--- src/rtl/ad7606_emu.sv ---
// Cycle-level emulation of the AD7606 conversion/parallel-read handshake.
// Synthetic samples are {channel, frame counter} so reads are self-identifying.
//
// state  | meaning
// IDLE   | powered, no conversion result available
// CONV   | conversion running, busy high, down-counter active
// READY  | result frame available for parallel reads
// DEVRST | device reset pin asserted
// STBY   | standby, conversions blocked
module ad7606_emu #(
    parameter int unsigned P_BUSY_CYCLES = 200,
    parameter int unsigned P_DATA_W      = 16
) (
    input  logic                i_clk,
    input  logic                i_rst,
    input  logic                i_ad_convstA,
    input  logic                i_ad_convstB,
    input  logic                i_ad_reset,
    input  logic                i_ad_stby,
    input  logic                i_ad_cs,
    input  logic                i_ad_rd,
    input  logic [2:0]          i_ad_osc,
    input  logic                i_ad_range,
    input  logic                i_ad_psb_sel,
    output logic                o_ad_busy,
    output logic [P_DATA_W-1:0] o_ad_data,
    output logic                o_ad_frstdata
);

    localparam int CNT_W = $clog2(P_BUSY_CYCLES * 64 + 1);

    typedef enum logic [2:0] {
        IDLE,
        CONV,
        READY,
        DEVRST,
        STBY
    } state_t;

    state_t                state_q, state_d;
    logic [CNT_W-1:0]      cnt_q, cnt_d;
    logic [3:0]            ptr_q, ptr_d;
    logic [12:0]           frame_q, frame_d;
    logic                  conv_q, rd_q;
    logic                  busy_q;
    logic [P_DATA_W-1:0]   data_q, data_d;
    logic                  frst_q, frst_d;

    logic                  conv_now, start, rd_rise;
    logic [2:0]            osc_eff;
    logic [CNT_W-1:0]      conv_time;
    logic                  unused_inputs;

    assign unused_inputs = i_ad_range ^ i_ad_psb_sel;

    assign conv_now  = i_ad_convstA & i_ad_convstB;
    assign start     = conv_now & ~conv_q;
    assign rd_rise   = i_ad_rd & ~rd_q;
    // Ratio code 7 is reserved on the real part; it behaves like no oversampling.
    assign osc_eff   = (i_ad_osc == 3'd7) ? 3'd0 : i_ad_osc;
    assign conv_time = CNT_W'(P_BUSY_CYCLES) << osc_eff;

    always_comb begin
        state_d = state_q;
        cnt_d   = cnt_q;
        ptr_d   = ptr_q;
        frame_d = frame_q;
        data_d  = '0;
        frst_d  = 1'b0;

        if (i_ad_reset) begin
            state_d = DEVRST;
            cnt_d   = '0;
            ptr_d   = 4'd0;
            frame_d = 13'd0;
        end else if (!i_ad_stby) begin
            state_d = STBY;
            cnt_d   = '0;
        end else begin
            case (state_q)
                IDLE: begin
                    if (start) begin
                        state_d = CONV;
                        cnt_d   = conv_time;
                        ptr_d   = 4'd0;
                    end
                end
                CONV: begin
                    if (cnt_q <= CNT_W'(1)) begin
                        state_d = READY;
                        cnt_d   = '0;
                        frame_d = frame_q + 13'd1;
                    end else begin
                        cnt_d = cnt_q - CNT_W'(1);
                    end
                end
                READY: begin
                    if (start) begin
                        state_d = CONV;
                        cnt_d   = conv_time;
                        ptr_d   = 4'd0;
                    end else begin
                        if (!i_ad_cs && rd_rise && ptr_q != 4'd8) begin
                            ptr_d = ptr_q + 4'd1;
                        end
                        if (!i_ad_cs && !i_ad_rd && ptr_q < 4'd8) begin
                            data_d = P_DATA_W'({ptr_q[2:0], frame_q});
                            frst_d = (ptr_q == 4'd0);
                        end
                    end
                end
                DEVRST:  state_d = IDLE;
                STBY:    state_d = IDLE;
                default: state_d = IDLE;
            endcase
        end
    end

    always_ff @(posedge i_clk) begin
        if (i_rst) begin
            state_q <= IDLE;
            cnt_q   <= '0;
            ptr_q   <= 4'd0;
            frame_q <= 13'd0;
            conv_q  <= 1'b0;
            rd_q    <= 1'b0;
            busy_q  <= 1'b0;
            data_q  <= '0;
            frst_q  <= 1'b0;
        end else begin
            state_q <= state_d;
            cnt_q   <= cnt_d;
            ptr_q   <= ptr_d;
            frame_q <= frame_d;
            conv_q  <= conv_now;
            rd_q    <= i_ad_rd;
            busy_q  <= (state_d == CONV);
            data_q  <= data_d;
            frst_q  <= frst_d;
        end
    end

    assign o_ad_busy     = busy_q;
    assign o_ad_data     = data_q;
    assign o_ad_frstdata = frst_q;

endmodule

--- config.mk ---
export PLATFORM = sky130hd
export DESIGN_NAME = ad7606_emu
export DESIGN_NICKNAME = d
export VERILOG_FILES = /design/src/rtl/ad7606_emu.sv
export SDC_FILE = /design/constraint.sdc
export NUM_CORES = 1
export LEC_CHECK = 0
export BUFFER_PORTS_ARGS = -buffer_cell sky130_fd_sc_hd__buf_2
export CORE_ASPECT_RATIO = 1.25
export CORE_UTILIZATION = 35
export CTS_CLUSTER_SIZE = 30
export DETAILED_ROUTE_END_ITERATION = 12
export GPL_ROUTABILITY_DRIVEN = 0
export PLACE_DENSITY_LB_ADDON = 0.1
export SLEW_MARGIN = 40
export SYNTH_ARGS = -nofsm -noshare
export SYNTH_HDL_FRONTEND = slang
export SYNTH_SLANG_ARGS = --single-unit
--- constraint.sdc ---
create_clock -name i_clk -period 2.6 [get_ports i_clk]
set_clock_uncertainty 0.15 [all_clocks]
set_input_delay 0 -clock i_clk [delete_from_list [all_inputs] [get_ports i_clk]]
set_output_delay 0 -clock i_clk [all_outputs]
set_load 0.005 [all_outputs]
Word-level counts from Yosys, hierarchy flattened
Index checks and enable logic that the tools add are counted.
- add/subtract/negate cells: 3
- $lt $le $gt $ge: 2
- equality and inequality tests: 8
- shifts and indexed selects: 1
- muxes and demuxes: 13
- bitwise logic cells: 8
- reductions and logical operators: 17
- operators by type and width (operator ; number):
    two-way mux 14 bit ; 2
    one-hot mux 14 bit (2 select lines) ; 1
    two-way mux 3 bit ; 5
    <= comparator 14 x 1 -> 1 bit (second input constant) ; 1
    << shifter 8 x 3 -> 14 bit (first input constant) ; 1
    subtractor 14 x 1 -> 14 bit (second input constant) ; 1
    adder 13 x 1 -> 13 bit (second input constant) ; 1
    two-way mux 4 bit ; 3
    one-hot mux 4 bit (2 select lines) ; 1
    equality test 3 x 1 -> 1 bit (second input constant) ; 2
    one-hot mux 3 bit (2 select lines) ; 1
    OR reduction 6 bit ; 1
    NOT 1 bit ; 5
    adder 4 x 1 -> 4 bit (second input constant) ; 1
    logical AND 1 bit ; 4
    logical NOT 4 bit ; 1
    less-than comparator 4 bit (second input constant) ; 1
    inequality test 4 bit (second input constant) ; 1
    AND reduction 4 bit ; 1
    nonzero test 2 bit ; 2
    OR reduction 2 bit ; 2
    bitwise AND 1 bit ; 3
    equality test 3 x 2 -> 1 bit (second input constant) ; 1
    equality test 3 bit (second input constant) ; 1
    8 further kinds ; 9
- flip-flop bits (word level): 54
- input bits: 13
- output and inout bits: 18
- word-level logic and storage cells: 61

Logic depth before layout (Yosys ltp)
- word-level depth: 7
- depth in mapped cells: 9
- depth with buffers taken out: 9

Worst setup path before layout
Ideal clock, no wire load.
- path type: register to register
- start: register cnt_q[0]
- end: register cnt_q[13]
- setup time: 0.079 ns
- data arrival time: 1.750 ns
- data required time: 2.371 ns
- setup slack: 0.620 ns
- cell stages (with the launch flop): 9
- buffers on the path: 2
- period minus slack after synthesis: 1.980 ns
- path through: dfxtp_1 > inv_1 > ha_1 > buf_2 > o211ai_4 > o21ai_2 > buf_6 > or2_2 > o22ai_1
- longest elaborated chain between the ends: 3
- elaborated cells between the ends (all ways): 4
- those cells by class: add/sub (1); order compare (1); mux (2)
- ends and longest elaborated chain (element ; RTL line ; text):
    from (decl) ; 41 ; logic [CNT_W-1:0] cnt_q, cnt_d;
    from (signal assigned) ; 132 ; cnt_q <= cnt_d;
    subtractor 14 x 1 -> 14 bit or <= comparator 14 x 1 -> 1 bit (tied branches) ; 94, 89 ;
    two-way mux 14 bit * ; 89 ; if (cnt_q <= CNT_W'(1)) begin
    one-hot mux 14 bit (2 select lines) * ; 80 ; case (state_q)
Mark *: on every way between the ends. The rest lies on a longest branch, timed or not.
A chain may end at the register's enable or synchronous reset.

Worst setup path in the final report
- start: register cnt_q[0]
- end: register cnt_q[3]
The elaborated chain is that of the path after synthesis.

==> results_tabular.tex <==
\begin{tabular}{lr}
\hline
Metric & Value \\
\hline
\multicolumn{2}{l}{\textbf{Run status}} \\
\quad Status & finished clean \\
\multicolumn{2}{l}{\textbf{Layout}} \\
\quad Fill cell count & 771 \\
\quad NumNets Final & 369 \\
\quad Number of diodes added for antenna fixing & 0 \\
\quad Number of standard cells in the final layout excluding fillers & 439 \\
\quad Fin util & a little over two fifths \\
\quad Synthesis-to-layout area growth & 15.74\% \\
\quad Share of cells above drive strength 1 & 20.17\% \\
\multicolumn{2}{l}{\textbf{Place}} \\
\quad DP Cell Count & 421 \\
\quad Dpl ws & 0.3388 ns \\
\quad Number of buffers inserted by port buffering & 28 \\
\quad Estimated wirelength of the detail-placed design & 4456 um \\
\multicolumn{2}{l}{\textbf{Power and ir drop}} \\
\quad Internal power consumption & 0.001096 W \\
\quad Total design power & roughly 0.0015 W \\
\quad Sequential Power Share & 55.7\% \\
\quad Fraction of power spent switching nets & 27.45\% \\
\quad Clock network fraction of design power & 32.8\% \\
\quad Static leakage & 1.217 nW \\
\quad Worst IR Drop VDD & 0.2516 mV \\
\quad Fraction of power consumed by combinational cells & 11.6\% \\
\quad Net load switching power & 0.0004146 W \\
\quad Power per cell area & 477.3 mW/mm\^{}2 \\
\multicolumn{2}{l}{\textbf{Global route}} \\
\quad GRT Overall Usage & 16.93\% \\
\quad Global route overflow & 0 \\
\quad Number of antenna violations at the first check in global routing & 0 \\
\quad Via count of the first global-routing pass & 2172 \\
\quad Maximum number of pins on one net before global-route repair & 19 \\
\quad First-pass GRT wire length & approximately 11000 um \\
\multicolumn{2}{l}{\textbf{Routing}} \\
\quad Drc violations & 0 \\
\quad Average via count per standard cell & 5.230 \\
\quad Count of vias placed by the detailed router & approximately 2300 \\
\quad Count of nets left with antenna violations after detail routing & 0 \\
\quad Avg WL per Cell & around 14 um \\
\quad Drt initial violations & between 80 and 90 \\
\quad Wirelength, routed & 6046 um \\
\quad Length of the first detailed-routing pass in iterations & 4 \\
\multicolumn{2}{l}{\textbf{Critical path}} \\
\quad Kind of capture point of the worst setup path & flip-flop \\
\quad Data arrival, critical path & 2.32 ns \\
\quad Buffer and inverter count on the worst path & 1 \\
\quad Kind of launch point of the worst setup path & flip-flop \\
\quad Required time of the critical path & 2.66 ns \\
\quad Cell-by-cell listing of the critical path & inv\_1 > ha\_1 > o211ai\_4 > o21ai\_2 > o21ai\_0 > a32o\_1 \\
\quad Setup Crit Path Kind & reg2reg \\
\quad Kind of cell with the highest combined delay on the critical path & compound AO/OA/AOI/OAI gates \\
\quad CP Max Fanout & 13 \\
\quad Largest incremental delay on the critical path & 0.51 ns \\
\quad Worst-path cell with the longest stage delay & o21ai\_2 \\
\multicolumn{2}{l}{\textbf{STA}} \\
\quad Minimum clock period & 2.261 ns \\
\quad Max-Slew Margin vs Limit & 57.04\% \\
\quad Highest attainable clock frequency & 0.4422 GHz \\
\quad Transition time at the pin with the least slew margin & 0.6385 ns \\
\quad RSZ-0062 raised after global routing & false \\
\quad Sum Neg Setup Slack & 0 ns \\
\quad Share of the clock period used by the worst path & between 80 and 90\% \\
\quad Endpoints failing setup & 0 \\
\quad Hold Violations, Final & 0 \\
\quad Worst setup slack after layout & 0.3388 ns \\
\quad Max-slew violation count & 0 \\
\multicolumn{2}{l}{\textbf{Logic synthesis}} \\
\quad Sequential element share of the synthesized area & 39.54\% \\
\quad Async SR Flop Fraction & 0\% \\
\quad Post-Synthesis Cell Area & 0.002734 sq mm \\
\quad Top-area cell type share of the netlist area & 39.54\% \\
\quad Number of nets produced by synthesis & 328 \\
\quad Netlist cell types & 59 \\
\quad Top post-synthesis cells by area & dfxtp\_1, ha\_1, nor2\_1 \\
\quad Yosys reg bits & 54 \\
\quad Cell taking the most area after synthesis & dfxtp\_1 \\
\quad Count of yosys warnings during synthesis & 0 \\
\quad Synthesized netlist cell count & 305 \\
\quad Synthesized area per cell & roughly 9 sq um \\
\quad EDFF count, synth & 0 \\
\quad Primary flip-flop cell chosen by synthesis mapping & dfxtp\_1 \\
\multicolumn{2}{l}{\textbf{Clocking}} \\
\quad Clock-pin slew of the registers on the worst-case setup and hold paths & 0.11 ns \\
\quad Clock Latency Late Sink & 0.31 ns \\
\quad Clock tree buffer depth & 2 \\
\quad Number of setup buffers added after CTS & 0 \\
\quad Maximum level of the CTS H-tree & 2 \\
\quad CTS tree & done \\
\quad Clock tree root driver cell & clkbuf\_8 \\
\quad Clock tree sinks & 54 \\
\quad CTS buffer count & 5 \\
\multicolumn{2}{l}{\textbf{Die}} \\
\quad Width of the chip & between 80 and 90 um \\
\quad Number of standard-cell rows in the floorplan & 35 \\
\quad Die H & approximately 100 um \\
\quad Number of primary I/O pins & 31 \\
\quad Floorplan die area & 0.008171 sq mm \\
\quad Floorplan core area & between 0.007 and 0.008 sq mm \\
\quad Initial standard-cell utilization of the core & 36.51\% \\
\multicolumn{2}{l}{\textbf{Job}} \\
\quad Max-cap viol count & 0 \\
\multicolumn{2}{l}{\textbf{Min path}} \\
\quad Worst hold-check path type & in2reg \\
\hline
\end{tabular}
==> synth_stat cells, types with 4 or more instances <==
cell,count
dfxtp_1,54
nor2_1,33
nand2_1,25
and2_1,17
a21oi_1,16
nor3_1,15
inv_1,12
xnor2_1,11
ha_1,10
o21ai_0,9
nand3_1,8
mux2i_1,5
nand4_1,5
nor4_1,5
nor4_2,5
a32o_1,4
clkbuf_1,4
o21ai_1,4
==> routing by layer <==
layer	up-vias	global-route usage (%)	wire length [um]
met5	-	0	0
met4	0	5.907	114
met3	10	2.624	150
met2	40	29.22	3051
met1	1080	21.01	2730
li1	1166	-	-
==> cell families (layout without fill, tap and decap cells) <==
group / Yosys count / in the layout / share of synthesized area [%]
and+or+nand+nor: 146 / 146 / 32.08
AOI/OAI and AO/OA: 55 / 55 / 13.78
DFF: 54 / 54 / 39.54
buffers and inverters: 22 / 64 / 3.936
xor gates and xnor gates: 12 / 12 / 3.844
adders and majority gates: 10 / 10 / 4.577
muxes: 6 / 6 / 2.243
==> final cells by class <==
| class | instances | area (sq um) | area share (%) |
|---|---|---|---|
| Clock buffer | 5 | 68.82 | 2.175 |
| Clock inverter | 3 | 23.77 | 0.7513 |
| Inverter | 12 | 45.04 | 1.423 |
| Multi-Input combinational cell | 229 | 1545 | 48.83 |
| Sequential cell | 54 | 1081 | 34.16 |
| Tap cell | 92 | 115.1 | 3.638 |
| Timing Repair Buffer | 44 | 285.3 | 9.015 |
==> power groups by stage <==
stage / sequential [W] / clock, W / combinational [W]
detailed placement: 0.000860 / 0 / 0.000165
global placement: 0.000860 / 0 / 0.000164
CTS: 0.000841 / 0.000523 / 0.000177
finish: 0.000841 / 0.000495 / 0.000174
global route: 0.000843 / 0.000554 / 0.000198
floorplan: 0.000858 / 0 / 0.000121
==> repair_timing <==
action / in CTS / in global routing
gates resized for setup: 0 / 0
hold endpoints to repair: 8 / 0
hold buffers: 10 / 0
==> cell usage in the layout, fill, tap and decap left out, types with 6 or more instances in the layout <==
master	instances
dfxtp_1	54
buf_4	6
xnor2_1	11
nand3_1	8
a21oi_1	16
nor2_1	33
inv_1	12
o21ai_0	9
dlygate4sd3_1	10
ha_1	10
nor3_1	15
nand2_1	25
and2_1	17
buf_2	28
==> path summary, 6_finish.rpt <==
kind,start,endpoint,slack [ns],cells after the start
setup / recovery,cnt_q[0]$_SDFFE_PP0P_,cnt_q[3]$_SDFFE_PP0P_,0.34,6
hold / removal,i_ad_osc[0],cnt_q[4]$_SDFFE_PP0P_,0.10,5
setup reg to reg,cnt_q[0]$_SDFFE_PP0P_,cnt_q[3]$_SDFFE_PP0P_,0.34,6
hold reg to reg,frame_q[12]$_SDFFE_PP0P_,frame_q[12]$_SDFFE_PP0P_,0.33,2
==> metrics by stage <==
stage          cell area (sq um)  hold slack, ns
6_report                    3164          0.1014
5_1_grt                     3164          0.1430
4_1_cts                     3164         0.07612
3_5_place_dp                2972         0.09014
3_3_place_gp                2972         0.08178
2_1_floorplan               2734        -0.08093
==> worst reg2reg max path: cells and delay by family, from the launching register on <==
kind                     cells  cell delay (ns)
AO/OA/AOI/OAI                4             1.17
flip-flops                   1             0.37
adder cells (fa/ha/maj)      1             0.36
buffers and inverters        1             0.11
==> state kept, by name (all words and copies together) (netlist names) <==
register and flops:
cnt_q 14, conv_q 1, frame_q 13, o_ad_busy 1
o_ad_data 16, o_ad_frstdata 1, ptr_q 4, rd_q 1
state_q 3
Note: power is estimated with default switching activity, not from simulation.
